--- src/rtl/tdc_pkg.sv ---
// Shared definitions for the TDC sample averager: FSM states, readout selects
// and the default code width.
package tdc_pkg;

   localparam int CODE_W_DEF = 8;

   typedef enum logic [1:0] {
      IDLE  = 2'd0,
      ACCUM = 2'd1,
      DONE  = 2'd2
   } state_e;

   localparam logic [1:0] SEL_MEAN   = 2'd0;
   localparam logic [1:0] SEL_MIN    = 2'd1;
   localparam logic [1:0] SEL_MAX    = 2'd2;
   localparam logic [1:0] SEL_STATUS = 2'd3;

endpackage

--- src/rtl/tdc_minmax.sv ---
// Running minimum/maximum tracker over a window of TDC codes.
// min_next/max_next include the sample presented this cycle.
module tdc_minmax
   import tdc_pkg::*;
#(
   parameter int CODE_W = CODE_W_DEF
) (
   input  logic              clk,
   input  logic              rst,
   input  logic              clear,
   input  logic              sample_valid,
   input  logic [CODE_W-1:0] sample,
   output logic [CODE_W-1:0] run_min,
   output logic [CODE_W-1:0] run_max,
   output logic [CODE_W-1:0] min_next,
   output logic [CODE_W-1:0] max_next
);

   // Fold the current sample into the running extremes.
   always_comb begin
      min_next = run_min;
      max_next = run_max;
      if (sample_valid && (sample < run_min)) begin
         min_next = sample;
      end else begin
         min_next = run_min;
      end
      if (sample_valid && (sample > run_max)) begin
         max_next = sample;
      end else begin
         max_next = run_max;
      end
   end

   // Running extremes; a clear restarts from the empty-window values.
   always_ff @(posedge clk or posedge rst) begin
      if (rst) begin
         run_min <= {CODE_W{1'b1}};
         run_max <= {CODE_W{1'b0}};
      end else if (clear) begin
         run_min <= {CODE_W{1'b1}};
         run_max <= {CODE_W{1'b0}};
      end else begin
         run_min <= min_next;
         run_max <= max_next;
      end
   end

endmodule

--- src/rtl/tdc_sample_averager.sv ---
// Collects 2^LOG2_N qualified TDC codes per window and publishes mean/min/max
// plus a status byte through an 8-bit readout mux.
module tdc_sample_averager
   import tdc_pkg::*;
#(
   parameter int CODE_W = CODE_W_DEF,
   parameter int LOG2_N = 4
) (
   input  logic              clk,
   input  logic              rst,
   input  logic              start,
   input  logic              continuous,
   input  logic [CODE_W-1:0] code_in,
   input  logic              code_valid,
   input  logic [1:0]        rd_sel,
   output logic [7:0]        data_out,
   output logic              busy,
   output logic              done
);

   localparam int ACC_W = CODE_W + LOG2_N;
   localparam logic [LOG2_N-1:0] CNT_LAST = {LOG2_N{1'b1}};
   localparam logic [LOG2_N-1:0] CNT_ONE  = LOG2_N'(1'b1);

   state_e              state_r, state_next_s;
   logic [ACC_W-1:0]    acc_r, acc_sum_s;
   logic [LOG2_N-1:0]   cnt_r;
   logic [CODE_W-1:0]   mean_r, min_r, max_r;
   logic [CODE_W-1:0]   run_min_s, run_max_s, min_next_s, max_next_s;
   logic [3:0]          win_cnt_r;
   logic                busy_r, done_r;
   logic                clear_s, sample_en_s, latch_s;

   assign acc_sum_s = acc_r + ACC_W'(code_in);

   tdc_minmax #(.CODE_W(CODE_W)) u_minmax (
      .clk          (clk),
      .rst          (rst),
      .clear        (clear_s),
      .sample_valid (sample_en_s),
      .sample       (code_in),
      .run_min      (run_min_s),
      .run_max      (run_max_s),
      .min_next     (min_next_s),
      .max_next     (max_next_s)
   );

   // FSM state register.
   always_ff @(posedge clk or posedge rst) begin
      if (rst) begin
         state_r <= IDLE;
      end else begin
         state_r <= state_next_s;
      end
   end

   // Next state and datapath controls; start always beats a completing sample.
   always_comb begin
      state_next_s = state_r;
      clear_s      = 1'b0;
      sample_en_s  = 1'b0;
      latch_s      = 1'b0;
      case (state_r)
         IDLE, DONE: begin
            if (start) begin
               state_next_s = ACCUM;
               clear_s      = 1'b1;
            end else begin
               state_next_s = state_r;
            end
         end
         ACCUM: begin
            if (start) begin
               clear_s = 1'b1;
            end else if (code_valid) begin
               sample_en_s = 1'b1;
               if (cnt_r == CNT_LAST) begin
                  latch_s = 1'b1;
                  if (continuous) begin
                     clear_s = 1'b1;
                  end else begin
                     state_next_s = DONE;
                  end
               end else begin
                  latch_s = 1'b0;
               end
            end else begin
               sample_en_s = 1'b0;
            end
         end
         default: begin
            state_next_s = IDLE;
         end
      endcase
   end

   // Accumulator, sample counter, result registers and status flags.
   always_ff @(posedge clk or posedge rst) begin
      if (rst) begin
         acc_r     <= {ACC_W{1'b0}};
         cnt_r     <= {LOG2_N{1'b0}};
         mean_r    <= {CODE_W{1'b0}};
         min_r     <= {CODE_W{1'b0}};
         max_r     <= {CODE_W{1'b0}};
         win_cnt_r <= 4'd0;
         busy_r    <= 1'b0;
         done_r    <= 1'b0;
      end else begin
         if (clear_s) begin
            acc_r <= {ACC_W{1'b0}};
            cnt_r <= {LOG2_N{1'b0}};
         end else if (sample_en_s) begin
            acc_r <= acc_sum_s;
            cnt_r <= cnt_r + CNT_ONE;
         end
         if (latch_s) begin
            mean_r    <= acc_sum_s[ACC_W-1:LOG2_N];
            min_r     <= min_next_s;
            max_r     <= max_next_s;
            win_cnt_r <= win_cnt_r + 4'd1;
         end
         busy_r <= (state_next_s == ACCUM);
         // Level while parked in DONE, single pulse on a continuous completion.
         done_r <= latch_s | (state_next_s == DONE);
      end
   end

   assign busy = busy_r;
   assign done = done_r;

   // Readout mux over the result registers.
   always_comb begin
      data_out = 8'd0;
      case (rd_sel)
         SEL_MEAN:   data_out = 8'(mean_r);
         SEL_MIN:    data_out = 8'(min_r);
         SEL_MAX:    data_out = 8'(max_r);
         SEL_STATUS: data_out = {busy_r, done_r, continuous, 1'b0, win_cnt_r};
         default:    data_out = 8'd0;
      endcase
   end

endmodule
--- config.mk ---
export PLATFORM = sky130hd
export DESIGN_NAME = tdc_sample_averager
export DESIGN_NICKNAME = d
export VERILOG_FILES = /design/src/rtl/tdc_pkg.sv /design/src/rtl/tdc_minmax.sv /design/src/rtl/tdc_sample_averager.sv
export SDC_FILE = /design/constraint.sdc
export NUM_CORES = 1
export LEC_CHECK = 0
export CAP_MARGIN = 20
export CORE_MARGIN = 2
export CORE_UTILIZATION = 25
export CTS_BUF_LIST = sky130_fd_sc_hd__clkbuf_8
export DETAILED_ROUTE_END_ITERATION = 16
export HOLD_SLACK_MARGIN = 0.06
export PLACE_DENSITY = 0.47
export SYNTH_ARGS = -nofsm -noshare
export SYNTH_HDL_FRONTEND = slang
export SYNTH_SLANG_ARGS = --single-unit
export TNS_END_PERCENT = 100
--- constraint.sdc ---
create_clock -name clk -period 1.95 [get_ports clk]
set_input_delay 0.39 -clock clk [delete_from_list [all_inputs] [get_ports clk]]
set_output_delay 0.39 -clock clk [all_outputs]
set_load 0.01 [all_outputs]
Yosys cells after proc, flatten, opt, wreduce, memory -nomap -nowiden
Cells that the tools add are included.

Add/subtract/negate cells: 3. $lt $le $gt $ge: 2. Equality and inequality tests: 8. Multiplexer cells: 28. Bitwise logic cells: 1. Reduce and logical (&&, ||, !) cells: 6.

Operator list (number): 8-bit 2-to-1 mux (4); 8-bit one-hot mux with 4 select lines (1); 12-bit 2-to-1 mux (2); 12-bit by 8-bit adder with 12-bit output (1); 1-bit 2-to-1 mux (12); 2-bit 2-to-1 mux (5); 4-bit by 1-bit adder with 4-bit output (second input constant) (2); 2-bit equality test (second input constant) (4); 8-bit greater-than comparator (1); 8-bit less-than comparator (1); 4-bit 2-to-1 mux (2); 2-bit by 1-bit equality test with 1-bit output (second input constant) (3); 4-bit equality test (second input constant) (1); 2-bit zero test (2); 2-bit one-hot mux with 2 select lines (1); 1-bit logical AND (2); 1-bit one-hot mux with 2 select lines (1); 2-bit nonzero test (1); 2-bit OR reduction (1); 1-bit OR (1).

Register bits after elaboration: 64. Input port bits: 15. Logic and storage cells: 59.

Logic depth before layout (Yosys ltp)
Depth in word-level cells: 7. Gate-level depth with buffers: 8. Gate-level depth less buffers: 7.

By module
Synthesis repeated with hierarchy kept, for this count alone.

Cell total of the unflattened synthesis: 393. Area, all modules: 3849.9 um^2.

Modules (own cells, without submodules): tdc_sample_averager (times used 1, cells an instance 255, area each 2534.9 um^2, seq. area each 1201.2 um^2); tdc_minmax (times used 1, cells an instance 138, area each 1315.0 um^2, seq. area each 410.4 um^2).

Worst setup path after synthesis
No wires, ideal clock.

Path type: reg-to-reg. Start point: register u_minmax.run_min[6]. End point: register min_r[0]. Library setup time: 0.133 ns. Arrival: 1.952 ns. Required time: 1.817 ns. Setup slack: -0.136 ns. Stages on the path, launching flop included: 8. Buffers on the path: 0. Cell sequence: dfstp_2 inv_1 ha_1 and4_1 a2111oi_2 o31ai_4 mux2i_1 o21ai_0.

Cells in the longest elaborated chain, start to end: 3.

RTL lines: start: declaration (line tdc_minmax.sv:13) `output logic [CODE_W-1:0] run_min,`; start signal: assignment (line tdc_minmax.sv:38) `run_min <= {CODE_W{1'b1}};`; start signal: assignment (line tdc_minmax.sv:41) `run_min <= {CODE_W{1'b1}};`; start signal: assignment (line tdc_minmax.sv:44) `run_min <= min_next;`; 8-bit less-than comparator (line tdc_minmax.sv:23) `if (sample_valid && (sample < run_min)) begin`; 1-bit logical AND (line tdc_minmax.sv:23); 8-bit 2-to-1 mux (line tdc_minmax.sv:23); end signal: assignment (line tdc_sample_averager.sv:103) `min_r <= {CODE_W{1'b0}};`; end signal: assignment (line tdc_sample_averager.sv:118) `min_r <= min_next_s;`; end: declaration (line tdc_sample_averager.sv:28) `logic [CODE_W-1:0] mean_r, min_r, max_r;`.

No other way between the ends. A chain may end at the register's enable or synchronous reset.

Final worst setup path
Start point: register u_minmax.run_min[6]. End point: register min_r[7].

Same word-level chain as after synthesis.

==> flow_summary.json <==
{
  "cts-buffers-inserted": 9,
  "cp.depth": 8,
  "cp_top_family": "compound AO/OA/AOI/OAI gates",
  "combPwrFrac_pct": 20.8,
  "fin_ws_ns": -0.145,
  "slowest_stage": "dfstp_2",
  "clockBufferDepth": 2,
  "mostFrequentLayoutCells": "buf_4 (71), dfrtp_1 (56), nand2_1 (53), a21oi_1 (23), nand3_1 (16)",
  "busiest_layer": "met2",
  "via_per_inst": 4.79,
  "firstDrtPassIters": 4,
  "synth-seq-cells": 64,
  "final_layout_size_suffix_gt1_share_pct": 36.7,
  "yosys.area.top_type": "dfrtp_1",
  "nFillCells": 1444,
  "power.leakage_uw": 0.00241,
  "ys_seq_area_share_pct": 43.8,
  "core_area_sq_mm": 0.0145,
  "grt.total_usage_pct": 14.2,
  "final_area_sq_mm": 0.00532,
  "die_w_um": 125,
  "grt_first_pass_wirelength_um": 17600,
  "synth_edf_count": 0,
  "synthTopCellsByArea": "dfrtp_1 (38%), ha_1 (8.5%), dfstp_2 (5.7%)",
  "nNetsFinal": 513,
  "clkTransAtPathRegs_ns": 0.08,
  "slew_viol_final": 0,
  "die_area_sq_mm": 0.0157,
  "syn_inst": 373,
  "grt_max_degree": 65,
  "violations": "setup timing",
  "startpoint_type": "register",
  "clock_latency_ns": 0.35,
  "use_met3_pct": 3.25,
  "slew_headroom_pct": 67.6,
  "cap_violations": 0,
  "hold_path_class": "input port to register",
  "vias": 3163,
  "drt-initial-drc-count": 154,
  "cts_tree": "yes",
  "row_count": 44,
  "area_growth_pct": 44.5,
  "numPortBuffers": 24,
  "worstPathRequired_ns": 2.23,
  "overflow": 0,
  "antenna_found_initial": 0,
  "clkPwrFrac_pct": 39.9,
  "finalSetupViolations": 16,
  "tightest_slew_ns": 0.481,
  "hold_violations": 0,
  "status": "complete, but fails checks",
  "crit_type": "register to register",
  "place_hpwl_um": 7840,
  "synth_ff_type": "dfrtp_1",
  "netSwitchingPower_uw": 978,
  "cp-end-kind": "register",
  "rr_startpoint": "u_minmax.run_min[6]",
  "ant_nets": 0,
  "clock_sinks": 64,
  "drc": 0,
  "worstPathCellList": "inv_2, ha_4, a21o_1, a2111oi_4, o31ai_4, buf_6, mux2i_4, o21ai_1",
  "dp_cells": 631,
  "synthArstFlopShare_pct": 100,
  "worstHoldStart": "code_in[6]",
  "synth_top_area_share_pct": 38.1,
  "layout_commonest_cell": "buf_4",
  "startpoint": "u_minmax.run_min[6]",
  "ys_types": 52,
  "grt_setup_unrepaired": "yes",
  "finalClockSkew_ns": 0.00942,
  "p_per_area_mw_per_mm2": 668,
  "crit_fanout": 4,
  "path_buf_inv": 2,
  "cts_hold_buf": 0,
  "grt_use_met1_pct": 19.9,
  "worst_r2r_path_depth": 8,
  "grt_pass1_vias": 3223,
  "fin_tns_setup_ns": -1.49,
  "final.min_clock_period_ns": 2.10,
  "timing.final.crit_share_pct": 107,
  "cp.arrival_ns": 2.37,
  "netlist_area_sq_mm": 0.00368,
  "ir_worst_vdd_mv": 0.332,
  "root_buffer": "clkbuf_8",
  "place_area_sq_mm": 0.00468,
  "max_stage_delay_ns": 0.56,
  "place.gp.congestion": 0.813,
  "hold_path_depth": 4,
  "fmax_mhz": 477,
  "power_uw": 3560,
  "sw_frac_of_total_pct": 27.5,
  "synth.avg_cell_area_sq_um": 9.87,
  "num_io_pins": 25,
  "diodes": 0,
  "p_int_uw": 2580,
  "yosysWarningCount": 0,
  "die_h_um": 125,
  "preCtsSetupSlack_ns": -0.734,
  "use_met2_pct": 22.2,
  "start_util_pct": 25.4,
  "synth_fp_nets": 414,
  "totalWireLength_um": 10800,
  "fin_cells": 661,
  "power_frac_seq_pct": 39.3,
  "htreeDepth": 3,
  "wl_per_cell_um": 16.3
}
power groups by stage:
stage / Clock, uW / Sequential [uW] / Combinational, uW
floorplan: 0 / 1410 / 336
global placement: 0 / 1410 / 610
detailed placement: 0 / 1420 / 613
CTS: 1450 / 1390 / 666
global route: 1530 / 1400 / 812
finish: 1420 / 1400 / 741
state kept, by name, indices dropped and copies added, names as in the netlist:
name / cells
max_r: 8
min_r: 8
win_cnt_r: 4
mean_r: 8
busy: 1
cnt_r: 4
u_minmax.run_max: 8
done: 1
acc_r: 12
u_minmax.run_min: 8
state_r: 2
per-stage QoR:
stage | utilization, % | hold WS [ns]
after floorplan | - | 0.441
after global placement | 32.3 | 0.462
after detailed placement | 32.3 | 0.466
after CTS | 34.9 | 0.484
after global routing | 36.7 | 0.464
final | 36.7 | 0.454
worst paths after layout:
path / slack [ns] / to
min in group asynchronous: 0.47 / mean_r[6]
hold reg to reg: 0.48 / win_cnt_r[3]
setup / recovery: -0.15 / min_r[7]
setup reg to reg: -0.15 / min_r[7]
max in group asynchronous: 1.12 / u_minmax.run_min[2]
hold / removal: 0.45 / u_minmax.run_min[6]
repair_timing:
item                       CTS  global route
setup endpoints to repair   56            45
pin swaps                   13            17
gates cloned                 1             0
resized for setup           63            43
buffers inserted             4            10
logic make-up (layout without fill, tap and decap cells):
| group | Yosys count | in the layout | share of synthesized area (%) |
|---|---|---|---|
| AO/OA/AOI/OAI | 90 | 90 | 16.0 |
| flip-flops | 64 | 64 | 43.8 |
| multiplexers | 20 | 20 | 7.85 |
| XOR/XNOR | 12 | 12 | 2.86 |
| AND/OR/NAND/NOR | 126 | 126 | 16.5 |
| adder cells (fa/ha/maj) | 26 | 26 | 9.04 |
| buffers and inverters | 35 | 139 | 4.04 |
cells in the mapped netlist (4+ instances only):
master / count
nor2_1: 16
a21o_1: 7
dfrtp_1: 56
mux2i_1: 12
nand2_1: 56
xnor2_1: 5
nand3_1: 19
o211ai_1: 5
nor3_1: 4
nand4_1: 12
dfstp_2: 8
xor2_1: 7
mux4_2: 7
clkbuf_1: 12
inv_1: 18
a31oi_1: 7
a21oi_1: 27
o21ai_0: 22
ha_1: 25
area by class of cell:
class                   instances  area [sq um]  area share, %
clock buffers                   9           124           2.33
inverters                      18          71.3           1.34
well taps                     184           230           4.33
clock inverters                 7           120           2.26
multi-input cells             274          2250           42.4
repair buffers                105           910           17.1
flip-flops and latches         64          1610           30.3
tightest hold or removal path, cell delays in order:
cell and delay (ns):
clkbuf_2 0.13, buf_4 0.13, mux2i_4 0.06, nand2_1 0.06
routing by layer:
layer  vias up  share of wire [%]
met5         -                  0
met4         0                1.4
met3        14                3.5
met2        52                 46
met1      1541                 49
li1       1556                  -
Power figures use the tool's default switching activity.
